**config.mk**
```make
export PLATFORM = sky130hd
export DESIGN_NAME = ysyx_25020037_axi_arbiter_flat
export DESIGN_NICKNAME = d
export VERILOG_FILES = /design/src/rtl/ysyx_25020037_axi_arbiter_if.sv /design/src/rtl/ysyx_25020037_axi_arbiter.sv /design/src/flat_wrapper.sv
export SDC_FILE = /design/constraint.sdc
export NUM_CORES = 1
export LEC_CHECK = 0
export BUFFER_PORTS_ARGS = -buffer_cell sky130_fd_sc_hd__buf_2
export CORE_AREA = 4 4 217 219
export DETAILED_ROUTE_END_ITERATION = 8
export DIE_AREA = 0 0 221 223
export PLACE_DENSITY = 0.4
export SYNTH_ARGS = -nofsm -noshare
export SYNTH_HDL_FRONTEND = slang
export SYNTH_SLANG_ARGS = --single-unit
```
**constraint.sdc**
```tcl
create_clock -name clk -period 1.6 [get_ports clk]
set_clock_uncertainty 0.1 [all_clocks]
set_input_delay 0 -clock clk [delete_from_list [all_inputs] [get_ports clk]]
set_output_delay 0 -clock clk [all_outputs]
set_load 0.01 [all_outputs]
```
**src/rtl/ysyx_25020037_axi_arbiter_if.sv**
```systemverilog
// AXI4 bus bundle (AR/R/AW/W/B) shared by both masters and the slave port of the arbiter.
// Widths follow ADDR_W/DATA_W; IDs are 4 bits, strobes one bit per data byte.
interface ysyx_25020037_axi_arbiter_if #(
  parameter int ADDR_W = 32,
  parameter int DATA_W = 32
);
  logic              arvalid;
  logic              arready;
  logic [3:0]        arid;
  logic [ADDR_W-1:0] araddr;
  logic [7:0]        arlen;
  logic [2:0]        arsize;
  logic [1:0]        arburst;

  logic              rvalid;
  logic              rready;
  logic [1:0]        rresp;
  logic [DATA_W-1:0] rdata;
  logic              rlast;
  logic [3:0]        rid;

  logic              awvalid;
  logic              awready;
  logic [3:0]        awid;
  logic [ADDR_W-1:0] awaddr;
  logic [7:0]        awlen;
  logic [2:0]        awsize;
  logic [1:0]        awburst;

  logic                wvalid;
  logic                wready;
  logic [DATA_W-1:0]   wdata;
  logic [DATA_W/8-1:0] wstrb;
  logic                wlast;

  logic              bvalid;
  logic              bready;
  logic [1:0]        bresp;
  logic [3:0]        bid;

  modport master (
    output arvalid, arid, araddr, arlen, arsize, arburst, input arready,
    input  rvalid, rresp, rdata, rlast, rid, output rready,
    output awvalid, awid, awaddr, awlen, awsize, awburst, input awready,
    output wvalid, wdata, wstrb, wlast, input wready,
    input  bvalid, bresp, bid, output bready
  );

  modport slave (
    input  arvalid, arid, araddr, arlen, arsize, arburst, output arready,
    output rvalid, rresp, rdata, rlast, rid, input rready,
    input  awvalid, awid, awaddr, awlen, awsize, awburst, output awready,
    input  wvalid, wdata, wstrb, wlast, output wready,
    output bvalid, bresp, bid, input bready
  );
endinterface

```
**src/rtl/ysyx_25020037_axi_arbiter.sv**
```systemverilog
// IFU(read)/LSU(read+write) to single AXI slave arbiter, one transaction in flight, round-robin on ties.
// Requests reach the slave 1 cycle after sampling in IDLE; responses pass combinationally.
module ysyx_25020037_axi_arbiter #(
  parameter int ADDR_W = 32,
  parameter int DATA_W = 32
) (
  input logic clk,
  input logic rst,
  ysyx_25020037_axi_arbiter_if.slave  ifu,
  ysyx_25020037_axi_arbiter_if.slave  lsu,
  ysyx_25020037_axi_arbiter_if.master s
);

  typedef enum logic [1:0] {IDLE, RD, WR} state_t;

  state_t      state, state_n;
  logic        owner, owner_n;
  logic        last_grant, last_grant_n;
  logic [3:0]  saved_id, saved_id_n;
  logic        aw_done, aw_done_n;
  logic        w_done, w_done_n;
  logic        ifu_pend, lsu_pend, grant_lsu;
  logic [ADDR_W-1:0] ar_addr;
  logic [DATA_W-1:0] r_data;

  assign ifu_pend  = ifu.arvalid;
  assign lsu_pend  = lsu.arvalid | (lsu.awvalid & lsu.wvalid);
  assign grant_lsu = lsu_pend & (~ifu_pend | ~last_grant);

  always_ff @(posedge clk) begin
    if (rst) begin
      state      <= IDLE;
      owner      <= 1'b0;
      last_grant <= 1'b1;
      saved_id   <= 4'd0;
      aw_done    <= 1'b0;
      w_done     <= 1'b0;
    end else begin
      state      <= state_n;
      owner      <= owner_n;
      last_grant <= last_grant_n;
      saved_id   <= saved_id_n;
      aw_done    <= aw_done_n;
      w_done     <= w_done_n;
    end
  end

  // Payloads are steered by owner only; the valids below decide when they matter.
  assign ar_addr   = owner ? lsu.araddr : ifu.araddr;
  assign s.araddr  = ar_addr;
  assign s.arid    = {3'b000, owner};
  assign s.arlen   = owner ? lsu.arlen   : ifu.arlen;
  assign s.arsize  = owner ? lsu.arsize  : ifu.arsize;
  assign s.arburst = owner ? lsu.arburst : ifu.arburst;

  assign s.awid    = {3'b000, owner};
  assign s.awaddr  = lsu.awaddr;
  assign s.awlen   = lsu.awlen;
  assign s.awsize  = lsu.awsize;
  assign s.awburst = lsu.awburst;
  assign s.wdata   = lsu.wdata;
  assign s.wstrb   = lsu.wstrb;
  assign s.wlast   = lsu.wlast;

  assign r_data    = s.rdata;
  assign ifu.rdata = r_data;
  assign lsu.rdata = r_data;
  assign ifu.rresp = s.rresp;
  assign lsu.rresp = s.rresp;
  assign ifu.rlast = s.rlast;
  assign lsu.rlast = s.rlast;
  assign ifu.rid   = saved_id;
  assign lsu.rid   = saved_id;
  assign lsu.bresp = s.bresp;
  assign lsu.bid   = saved_id;

  // The IFU never writes.
  assign ifu.awready = 1'b0;
  assign ifu.wready  = 1'b0;
  assign ifu.bvalid  = 1'b0;
  assign ifu.bresp   = 2'b00;
  assign ifu.bid     = 4'd0;

  logic unused_sig;
  assign unused_sig = ^{ifu.awvalid, ifu.awid, ifu.awaddr, ifu.awlen, ifu.awsize, ifu.awburst,
                        ifu.wvalid, ifu.wdata, ifu.wstrb, ifu.wlast, ifu.bready, s.rid, s.bid};

  always_comb begin
    state_n      = state;
    owner_n      = owner;
    last_grant_n = last_grant;
    saved_id_n   = saved_id;
    aw_done_n    = aw_done;
    w_done_n     = w_done;
    s.arvalid    = 1'b0;
    s.awvalid    = 1'b0;
    s.wvalid     = 1'b0;
    s.rready     = 1'b0;
    s.bready     = 1'b0;
    ifu.arready  = 1'b0;
    ifu.rvalid   = 1'b0;
    lsu.arready  = 1'b0;
    lsu.rvalid   = 1'b0;
    lsu.awready  = 1'b0;
    lsu.wready   = 1'b0;
    lsu.bvalid   = 1'b0;
    if (!rst) begin
      case (state)
        IDLE: begin
          // Stray responses are swallowed so the slave cannot stall.
          s.rready  = s.rvalid;
          s.bready  = s.bvalid;
          aw_done_n = 1'b0;
          w_done_n  = 1'b0;
          if (ifu_pend | lsu_pend) begin
            owner_n      = grant_lsu;
            last_grant_n = grant_lsu;
            if (!grant_lsu) begin
              state_n    = RD;
              saved_id_n = ifu.arid;
            end else if (lsu.arvalid) begin
              state_n    = RD;
              saved_id_n = lsu.arid;
            end else begin
              state_n    = WR;
              saved_id_n = lsu.awid;
            end
          end
        end
        RD: begin
          s.arvalid   = owner ? lsu.arvalid : ifu.arvalid;
          ifu.arready = ~owner & s.arready;
          lsu.arready =  owner & s.arready;
          ifu.rvalid  = ~owner & s.rvalid;
          lsu.rvalid  =  owner & s.rvalid;
          s.rready    = owner ? lsu.rready : ifu.rready;
          if (s.rvalid && s.rready && s.rlast) state_n = IDLE;
        end
        WR: begin
          s.awvalid   = lsu.awvalid & ~aw_done;
          s.wvalid    = lsu.wvalid & ~w_done;
          lsu.awready = s.awready & ~aw_done;
          lsu.wready  = s.wready & ~w_done;
          lsu.bvalid  = s.bvalid;
          s.bready    = lsu.bready;
          if (s.awvalid && s.awready) aw_done_n = 1'b1;
          if (s.wvalid && s.wready && lsu.wlast) w_done_n = 1'b1;
          if (s.bvalid && s.bready) state_n = IDLE;
        end
        default: state_n = IDLE;
      endcase
    end
  end

  // A response beat with nothing outstanding is a slave protocol error.
  a_no_stray_resp: assert property (@(posedge clk) disable iff (rst)
    !(state == IDLE && (s.rvalid || s.bvalid)));

endmodule
```
**src/flat_wrapper.sv**
```systemverilog
// flat-port wrapper written by rule: the top's interface ports become plain ports
module ysyx_25020037_axi_arbiter_flat 
#(
  parameter int ADDR_W = 32,
  parameter int DATA_W = 32
)
  (clk, rst, ifu_arvalid, ifu_arid, ifu_araddr, ifu_arlen, ifu_arsize, ifu_arburst, ifu_arready, ifu_rvalid, ifu_rresp, ifu_rdata, ifu_rlast, ifu_rid, ifu_rready, ifu_awvalid, ifu_awid, ifu_awaddr, ifu_awlen, ifu_awsize, ifu_awburst, ifu_awready, ifu_wvalid, ifu_wdata, ifu_wstrb, ifu_wlast, ifu_wready, ifu_bvalid, ifu_bresp, ifu_bid, ifu_bready, lsu_arvalid, lsu_arid, lsu_araddr, lsu_arlen, lsu_arsize, lsu_arburst, lsu_arready, lsu_rvalid, lsu_rresp, lsu_rdata, lsu_rlast, lsu_rid, lsu_rready, lsu_awvalid, lsu_awid, lsu_awaddr, lsu_awlen, lsu_awsize, lsu_awburst, lsu_awready, lsu_wvalid, lsu_wdata, lsu_wstrb, lsu_wlast, lsu_wready, lsu_bvalid, lsu_bresp, lsu_bid, lsu_bready, s_arvalid, s_arid, s_araddr, s_arlen, s_arsize, s_arburst, s_arready, s_rvalid, s_rresp, s_rdata, s_rlast, s_rid, s_rready, s_awvalid, s_awid, s_awaddr, s_awlen, s_awsize, s_awburst, s_awready, s_wvalid, s_wdata, s_wstrb, s_wlast, s_wready, s_bvalid, s_bresp, s_bid, s_bready);
  ysyx_25020037_axi_arbiter_if #(.ADDR_W(ADDR_W), .DATA_W(DATA_W)) ifu_i ();
  ysyx_25020037_axi_arbiter_if #(.ADDR_W(ADDR_W), .DATA_W(DATA_W)) lsu_i ();
  ysyx_25020037_axi_arbiter_if #(.ADDR_W(ADDR_W), .DATA_W(DATA_W)) s_i ();
  input logic clk;
  input logic rst;
  input wire logic [$bits(ifu_i.arvalid)-1:0] ifu_arvalid;
  input wire logic [$bits(ifu_i.arid)-1:0] ifu_arid;
  input wire logic [$bits(ifu_i.araddr)-1:0] ifu_araddr;
  input wire logic [$bits(ifu_i.arlen)-1:0] ifu_arlen;
  input wire logic [$bits(ifu_i.arsize)-1:0] ifu_arsize;
  input wire logic [$bits(ifu_i.arburst)-1:0] ifu_arburst;
  output wire logic [$bits(ifu_i.arready)-1:0] ifu_arready;
  output wire logic [$bits(ifu_i.rvalid)-1:0] ifu_rvalid;
  output wire logic [$bits(ifu_i.rresp)-1:0] ifu_rresp;
  output wire logic [$bits(ifu_i.rdata)-1:0] ifu_rdata;
  output wire logic [$bits(ifu_i.rlast)-1:0] ifu_rlast;
  output wire logic [$bits(ifu_i.rid)-1:0] ifu_rid;
  input wire logic [$bits(ifu_i.rready)-1:0] ifu_rready;
  input wire logic [$bits(ifu_i.awvalid)-1:0] ifu_awvalid;
  input wire logic [$bits(ifu_i.awid)-1:0] ifu_awid;
  input wire logic [$bits(ifu_i.awaddr)-1:0] ifu_awaddr;
  input wire logic [$bits(ifu_i.awlen)-1:0] ifu_awlen;
  input wire logic [$bits(ifu_i.awsize)-1:0] ifu_awsize;
  input wire logic [$bits(ifu_i.awburst)-1:0] ifu_awburst;
  output wire logic [$bits(ifu_i.awready)-1:0] ifu_awready;
  input wire logic [$bits(ifu_i.wvalid)-1:0] ifu_wvalid;
  input wire logic [$bits(ifu_i.wdata)-1:0] ifu_wdata;
  input wire logic [$bits(ifu_i.wstrb)-1:0] ifu_wstrb;
  input wire logic [$bits(ifu_i.wlast)-1:0] ifu_wlast;
  output wire logic [$bits(ifu_i.wready)-1:0] ifu_wready;
  output wire logic [$bits(ifu_i.bvalid)-1:0] ifu_bvalid;
  output wire logic [$bits(ifu_i.bresp)-1:0] ifu_bresp;
  output wire logic [$bits(ifu_i.bid)-1:0] ifu_bid;
  input wire logic [$bits(ifu_i.bready)-1:0] ifu_bready;
  input wire logic [$bits(lsu_i.arvalid)-1:0] lsu_arvalid;
  input wire logic [$bits(lsu_i.arid)-1:0] lsu_arid;
  input wire logic [$bits(lsu_i.araddr)-1:0] lsu_araddr;
  input wire logic [$bits(lsu_i.arlen)-1:0] lsu_arlen;
  input wire logic [$bits(lsu_i.arsize)-1:0] lsu_arsize;
  input wire logic [$bits(lsu_i.arburst)-1:0] lsu_arburst;
  output wire logic [$bits(lsu_i.arready)-1:0] lsu_arready;
  output wire logic [$bits(lsu_i.rvalid)-1:0] lsu_rvalid;
  output wire logic [$bits(lsu_i.rresp)-1:0] lsu_rresp;
  output wire logic [$bits(lsu_i.rdata)-1:0] lsu_rdata;
  output wire logic [$bits(lsu_i.rlast)-1:0] lsu_rlast;
  output wire logic [$bits(lsu_i.rid)-1:0] lsu_rid;
  input wire logic [$bits(lsu_i.rready)-1:0] lsu_rready;
  input wire logic [$bits(lsu_i.awvalid)-1:0] lsu_awvalid;
  input wire logic [$bits(lsu_i.awid)-1:0] lsu_awid;
  input wire logic [$bits(lsu_i.awaddr)-1:0] lsu_awaddr;
  input wire logic [$bits(lsu_i.awlen)-1:0] lsu_awlen;
  input wire logic [$bits(lsu_i.awsize)-1:0] lsu_awsize;
  input wire logic [$bits(lsu_i.awburst)-1:0] lsu_awburst;
  output wire logic [$bits(lsu_i.awready)-1:0] lsu_awready;
  input wire logic [$bits(lsu_i.wvalid)-1:0] lsu_wvalid;
  input wire logic [$bits(lsu_i.wdata)-1:0] lsu_wdata;
  input wire logic [$bits(lsu_i.wstrb)-1:0] lsu_wstrb;
  input wire logic [$bits(lsu_i.wlast)-1:0] lsu_wlast;
  output wire logic [$bits(lsu_i.wready)-1:0] lsu_wready;
  output wire logic [$bits(lsu_i.bvalid)-1:0] lsu_bvalid;
  output wire logic [$bits(lsu_i.bresp)-1:0] lsu_bresp;
  output wire logic [$bits(lsu_i.bid)-1:0] lsu_bid;
  input wire logic [$bits(lsu_i.bready)-1:0] lsu_bready;
  output wire logic [$bits(s_i.arvalid)-1:0] s_arvalid;
  output wire logic [$bits(s_i.arid)-1:0] s_arid;
  output wire logic [$bits(s_i.araddr)-1:0] s_araddr;
  output wire logic [$bits(s_i.arlen)-1:0] s_arlen;
  output wire logic [$bits(s_i.arsize)-1:0] s_arsize;
  output wire logic [$bits(s_i.arburst)-1:0] s_arburst;
  input wire logic [$bits(s_i.arready)-1:0] s_arready;
  input wire logic [$bits(s_i.rvalid)-1:0] s_rvalid;
  input wire logic [$bits(s_i.rresp)-1:0] s_rresp;
  input wire logic [$bits(s_i.rdata)-1:0] s_rdata;
  input wire logic [$bits(s_i.rlast)-1:0] s_rlast;
  input wire logic [$bits(s_i.rid)-1:0] s_rid;
  output wire logic [$bits(s_i.rready)-1:0] s_rready;
  output wire logic [$bits(s_i.awvalid)-1:0] s_awvalid;
  output wire logic [$bits(s_i.awid)-1:0] s_awid;
  output wire logic [$bits(s_i.awaddr)-1:0] s_awaddr;
  output wire logic [$bits(s_i.awlen)-1:0] s_awlen;
  output wire logic [$bits(s_i.awsize)-1:0] s_awsize;
  output wire logic [$bits(s_i.awburst)-1:0] s_awburst;
  input wire logic [$bits(s_i.awready)-1:0] s_awready;
  output wire logic [$bits(s_i.wvalid)-1:0] s_wvalid;
  output wire logic [$bits(s_i.wdata)-1:0] s_wdata;
  output wire logic [$bits(s_i.wstrb)-1:0] s_wstrb;
  output wire logic [$bits(s_i.wlast)-1:0] s_wlast;
  input wire logic [$bits(s_i.wready)-1:0] s_wready;
  input wire logic [$bits(s_i.bvalid)-1:0] s_bvalid;
  input wire logic [$bits(s_i.bresp)-1:0] s_bresp;
  input wire logic [$bits(s_i.bid)-1:0] s_bid;
  output wire logic [$bits(s_i.bready)-1:0] s_bready;
  assign ifu_i.arvalid = ifu_arvalid;
  assign ifu_i.arid = ifu_arid;
  assign ifu_i.araddr = ifu_araddr;
  assign ifu_i.arlen = ifu_arlen;
  assign ifu_i.arsize = ifu_arsize;
  assign ifu_i.arburst = ifu_arburst;
  assign ifu_arready = ifu_i.arready;
  assign ifu_rvalid = ifu_i.rvalid;
  assign ifu_rresp = ifu_i.rresp;
  assign ifu_rdata = ifu_i.rdata;
  assign ifu_rlast = ifu_i.rlast;
  assign ifu_rid = ifu_i.rid;
  assign ifu_i.rready = ifu_rready;
  assign ifu_i.awvalid = ifu_awvalid;
  assign ifu_i.awid = ifu_awid;
  assign ifu_i.awaddr = ifu_awaddr;
  assign ifu_i.awlen = ifu_awlen;
  assign ifu_i.awsize = ifu_awsize;
  assign ifu_i.awburst = ifu_awburst;
  assign ifu_awready = ifu_i.awready;
  assign ifu_i.wvalid = ifu_wvalid;
  assign ifu_i.wdata = ifu_wdata;
  assign ifu_i.wstrb = ifu_wstrb;
  assign ifu_i.wlast = ifu_wlast;
  assign ifu_wready = ifu_i.wready;
  assign ifu_bvalid = ifu_i.bvalid;
  assign ifu_bresp = ifu_i.bresp;
  assign ifu_bid = ifu_i.bid;
  assign ifu_i.bready = ifu_bready;
  assign lsu_i.arvalid = lsu_arvalid;
  assign lsu_i.arid = lsu_arid;
  assign lsu_i.araddr = lsu_araddr;
  assign lsu_i.arlen = lsu_arlen;
  assign lsu_i.arsize = lsu_arsize;
  assign lsu_i.arburst = lsu_arburst;
  assign lsu_arready = lsu_i.arready;
  assign lsu_rvalid = lsu_i.rvalid;
  assign lsu_rresp = lsu_i.rresp;
  assign lsu_rdata = lsu_i.rdata;
  assign lsu_rlast = lsu_i.rlast;
  assign lsu_rid = lsu_i.rid;
  assign lsu_i.rready = lsu_rready;
  assign lsu_i.awvalid = lsu_awvalid;
  assign lsu_i.awid = lsu_awid;
  assign lsu_i.awaddr = lsu_awaddr;
  assign lsu_i.awlen = lsu_awlen;
  assign lsu_i.awsize = lsu_awsize;
  assign lsu_i.awburst = lsu_awburst;
  assign lsu_awready = lsu_i.awready;
  assign lsu_i.wvalid = lsu_wvalid;
  assign lsu_i.wdata = lsu_wdata;
  assign lsu_i.wstrb = lsu_wstrb;
  assign lsu_i.wlast = lsu_wlast;
  assign lsu_wready = lsu_i.wready;
  assign lsu_bvalid = lsu_i.bvalid;
  assign lsu_bresp = lsu_i.bresp;
  assign lsu_bid = lsu_i.bid;
  assign lsu_i.bready = lsu_bready;
  assign s_arvalid = s_i.arvalid;
  assign s_arid = s_i.arid;
  assign s_araddr = s_i.araddr;
  assign s_arlen = s_i.arlen;
  assign s_arsize = s_i.arsize;
  assign s_arburst = s_i.arburst;
  assign s_i.arready = s_arready;
  assign s_i.rvalid = s_rvalid;
  assign s_i.rresp = s_rresp;
  assign s_i.rdata = s_rdata;
  assign s_i.rlast = s_rlast;
  assign s_i.rid = s_rid;
  assign s_rready = s_i.rready;
  assign s_awvalid = s_i.awvalid;
  assign s_awid = s_i.awid;
  assign s_awaddr = s_i.awaddr;
  assign s_awlen = s_i.awlen;
  assign s_awsize = s_i.awsize;
  assign s_awburst = s_i.awburst;
  assign s_i.awready = s_awready;
  assign s_wvalid = s_i.wvalid;
  assign s_wdata = s_i.wdata;
  assign s_wstrb = s_i.wstrb;
  assign s_wlast = s_i.wlast;
  assign s_i.wready = s_wready;
  assign s_i.bvalid = s_bvalid;
  assign s_i.bresp = s_bresp;
  assign s_i.bid = s_bid;
  assign s_bready = s_i.bready;
  ysyx_25020037_axi_arbiter #(.ADDR_W(ADDR_W), .DATA_W(DATA_W)) u_core (.clk(clk), .rst(rst), .ifu(ifu_i), .lsu(lsu_i), .s(s_i));
endmodule
```
# [Word level (Yosys, flattened, before mapping)]
# Index checks and enable logic that the tools add are counted.
[word_totals] wordCells=85 inputBits=332 regBits=10 out_inout_bits=240
[op_classes] n_reduce_logical=12 bitwise=18 eq_ne=7 muxes=42
[op_table] operator="32-bit 2-to-1 mux" n=1
[op_table] operator="1-bit 2-to-1 mux" n=26
[op_table] operator="2-bit 2-to-1 mux" n=6
[op_table] operator="1-bit bitwise AND" n=10
[op_table] operator="2-bit by 1-bit inequality test with 1-bit output (second input constant)" n=5
[op_table] operator="4-bit 2-to-1 mux" n=2
[op_table] operator="8-bit 2-to-1 mux" n=1
[op_table] operator="1-bit case mux with 2 select lines" n=4
[op_table] operator="1-bit logical AND" n=6
[op_table] operator="2-bit case mux with 3 select lines" n=1
[op_table] operator="2-bit AND reduction" n=3
[op_table] operator="1-bit NOT" n=5
[op_table] operator="3-bit 2-to-1 mux" n=1
[op_table] operator="1-bit OR" n=3
[op_table] operator="3-bit AND reduction" n=1
[op_table] operator="2-bit by 1-bit equality test with 1-bit output (second input constant)" n=1
[op_table] operator="2-bit equality test (second input constant)" n=1
[op_table] operator="2-bit logical NOT" n=1
[op_table] operator="2-bit nonzero test" n=1

# [Depth between registers and ports, before layout]
[depth] ltp_word=6 ltp_mapped=4 depth_no_buf=3

# [Worst setup path after synthesis]
# Ideal clock, no wire load.
[synth_timing] kind="register to register" from="register u_core.state[0]" to="register u_core.saved_id[1] (netlist: u_core.ifu.rid[1])" required_ps=1412 setup_time_ps=88 path_buffers=1 arrival_ps=1325 synth_period_minus_slack_ps=1513 slack_ps=87 stages_incl_launch_ff=5 path_cell_list="dfxtp_1 > or2_0 > clkbuf_2 > or3_4 > o32ai_2"
[synth_via] elab_chain_len=2
[synth_lines] element="start: declaration" line="ysyx_25020037_axi_arbiter.sv:16" rtl="state_t state, state_n;"
[synth_lines] element="start signal: assignment" line="ysyx_25020037_axi_arbiter.sv:39" rtl="state <= state_n;"
[synth_lines] element="2-bit logical NOT" line="ysyx_25020037_axi_arbiter.sv:108" rtl="case (state)"
[synth_lines] element="2-bit AND reduction (no line)"
[synth_lines] element="end signal: assignment" line="ysyx_25020037_axi_arbiter.sv:42" rtl="saved_id <= saved_id_n;"
[synth_lines] element="end: declaration" line="ysyx_25020037_axi_arbiter.sv:19" rtl="logic [3:0] saved_id, saved_id_n;"
# Every way passes these cells.
# A chain may end at the register's enable or synchronous reset.

# [Worst setup path in the final report]
[layout_timing] from="register u_core.owner" to="output port s_araddr[6]"
[layout_via] elab_chain_len=1
[layout_lines] element="start: declaration" line="ysyx_25020037_axi_arbiter.sv:17" rtl="logic owner, owner_n;"
[layout_lines] element="start signal: assignment" line="ysyx_25020037_axi_arbiter.sv:40" rtl="owner <= owner_n;"
[layout_lines] element="32-bit 2-to-1 mux" line="ysyx_25020037_axi_arbiter.sv:49" rtl="assign ar_addr = owner ? lsu.araddr : ifu.araddr;"
[layout_lines] element="end: declaration" line="flat_wrapper.sv:73" rtl="output wire logic [$bits(s_i.araddr)-1:0] s_araddr;"
# Every way passes these cells.

==> results.md <==
* Status: completed
* Synth top area cells: buf_4 53%, mux2_2 20%, dfxtp_1 7.9%, o32ai_2 1.9%, a2111oi_0 1.7%
* Synth-to-layout area growth at 77.8%
* Largest net degree at the start of global routing at 51
* Reg area at ~210 um2
* Synth Register Bits at 10
* CP Max Fanout at 7
* Clk root buf: clkbuf_16
* Congestion Overflow GR at 0
* Setup violations, final at 0
* Die area at 49300 um2
* Final wirelength at ~15 mm
* Slew HR at 52.1%
* RSZ-0062 raised after global routing: yes
* DR vias at 2636
* Cell count after synthesis at 311
* Placed cells at 940
* VDD IR max at 0.380 mV
* Via count of the first global-routing pass at 2728
* Area of the mapped netlist at roughly 2500 um2
* CP startpoint kind: flop
* HPWL after DPL at between 10 and 15 mm
* IO buf count at approximately 190
* Starting Density at 5.62%
* CP endpoint kind: primary output
* Multi-input gate area at 1040 um2
* Fillers at between 5000 and 6000
* Post-synth top area share at 53.0%
* Pwr dens at 531 nW/um2
* Top cells by count, synth: 179 x buf_4, 45 x mux2_2, 10 x dfxtp_1
* Area post-placement at 3020 um2
* Hold Vio Cnt, Final at 0
* Skew-Pair Late Insertion Delay at 0.24 ns
* Post-synth EDFFs at 0
* Critical path data arrival time at roughly 1.5 ns
* Leakage at 1.92 nW
* Setup tns final at 0 ns
* Part of the Yosys area used for sequential elements at 7.89%
* MaxCap Viol Count at 0
* Slew @ Worst Pin at 0.701 ns
* Core Rows at between 70 and 80
* Class of the worst hold path: in2reg
* H-tree levels at 1
* Final std cells w/o fill at 1074
* Final Instance Area at 4510 um2
* Critical path required time at 1.50 ns
* Most instantiated library cell after synthesis: buf_4
* CTS tree: built
* Initial antenna violation count at 4
* Average size of a mapped cell at 8.15 um2
* Io pins at 572
* Gr usage total at 4.81%
* CTS Buffer Depth at 2
* Final slew viol count at 0
* Cts bufs inserted at 3
* Post-route minimum period at 1.55 ns
* RD Place Congestion at 0.842
* Die Height at around 220 um
* Antenna viol nets, final at 0
* Core Region at 45100 um2
* Peak Freq at around 0.64 GHz
* Final period utilization at 96.9%
* Netlist cell types at 32
* Via density at 2.45
* Yosys top cell by area: buf_4
* # nets final at 803
* Sink Count at 10
* Clk slew on worst S/H paths at 0.04 ns
* DRC errors left at 0
* Synth Flop Type: dfxtp_1
* Setup CP Type: reg2out
* Asr flop ratio synth at 0%
* First-pass DRT Iterations at 4
* Total of warnings raised by yosys at 0
* First-pass GRT wire length at between 15 and 20 mm
* DRT iter0 DRCs at 39
* DR WL/cell at 13.9 um
* Layout cell share with drive strength beyond 1 at 58.1%
* Die Wd at roughly 220 um
registers in the layout (all words and copies together), names as in the netlist:
| register | flops |
|---|---|
| u_core.last_grant | 1 |
| u_core.ifu.rid | 4 |
| u_core.w_done | 1 |
| u_core.owner | 1 |
| u_core.state | 2 |
| u_core.aw_done | 1 |
cell type report:
| cell class | instances | share of cell area (%) |
|---|---|---|
| repair buffers | 330 | 53.4 |
| well taps | 600 | 16.6 |
| flip-flops and latches | 10 | 4.63 |
| multi-input cells | 125 | 23.1 |
| inverters | 1 | 0.0832 |
| clock buffers | 4 | 1.97 |
| diodes | 4 | 0.222 |
routing by layer:
metal / track usage [%] / vias up / routed length (um)
li1: - / 1170 / -
met1: 4.71 / 1182 / 5030
met2: 9.17 / 255 / 7840
met3: 1.43 / 29 / 1300
met4: 2.40 / 0 / 714
met5: 0 / - / 0
what timing repair did:
item	in CTS	in global routing
resized for setup	13	8
hold buffers	119	0
buffers inserted	0	3
endpoints found under the setup margin	52	40
endpoints found under the hold margin	152	0
pin swaps	2	2
cloned	0	4
cell usage in the layout (no fill, tap or decap), types with 2 or more instances in the layout:
cell type / n
buf_2: 190
dlygate4sd3_1: 119
mux2_2: 41
conb_1: 15
buf_4: 13
o21ai_0: 8
nor2_1: 7
a21oi_1: 7
dfxtp_1: 7
clkbuf_16: 6
nor2b_1: 5
nand2_1: 5
diode_2: 4
mux2_4: 4
nor3b_2: 4
a2111oi_0: 4
mux2i_1: 3
nor3_1: 3
o32ai_2: 3
and3_1: 2
a21o_1: 2
buf_12: 2
dfxtp_4: 2
where the power goes:
part	leakage (nW)	internal, mW	total (mW)	switching [mW]
Sequential	0.0840	0.288	0.336	0.0476
Combinational	1.79	0.798	1.56	0.758
Clock	0.0442	0.377	0.502	0.125
Total	1.92	1.46	2.39	0.931
worst max-delay path, stage by stage, from the launching register on:
cell and delay, ns:
dfxtp_4 0.39, buf_12 0.14, buf_16 0.15, mux2_2 0.36, buf_2 0.14
kinds of logic after synthesis:
kind of cell           after synthesis  synth area share (%)
AO/OA/AOI/OAI                       29                  8.53
buffers and inverters              190                  54.7
flip-flops                          10                  7.89
multiplexers                        48                  21.2
other                                1                 0.148
AND/OR/NAND/NOR                     33                  7.55
stage by stage:
step           setup WS, ns  total power [mW]  utilization, %  hold WS (ns)
5_1_grt            -0.00118              2.54            10.0        0.0188
2_1_floorplan        0.0868              1.29               -       -0.0129
6_report             0.0491              2.39            10.0      0.000370
3_3_place_gp        -0.0433              1.34            6.70       -0.0999
3_5_place_dp       -0.00637              1.35            6.70       -0.0999
4_1_cts             -0.0121              2.29            9.64       0.00361
path summary, 6_finish.rpt:
| check | start | to | slack (ns) | cells after the start |
|---|---|---|---|---|
| worst max-delay path | u_core.owner$_SDFFE_PP0P_ | s_araddr[6] | 0.05 | 4 |
| worst min register to register | u_core.ifu.rid[0]$_SDFFE_PP0P_ | u_core.ifu.rid[0]$_SDFFE_PP0P_ | 0.40 | 2 |
| worst min-delay path | s_awready | u_core.aw_done$_SDFFE_PP0P_ | 0.0004 | 4 |
| worst max register to register | u_core.last_grant$_SDFFE_PP1P_ | u_core.ifu.rid[3]$_SDFFE_PP0P_ | 0.06 | 3 |
Note: power is estimated with default switching activity, not from simulation.
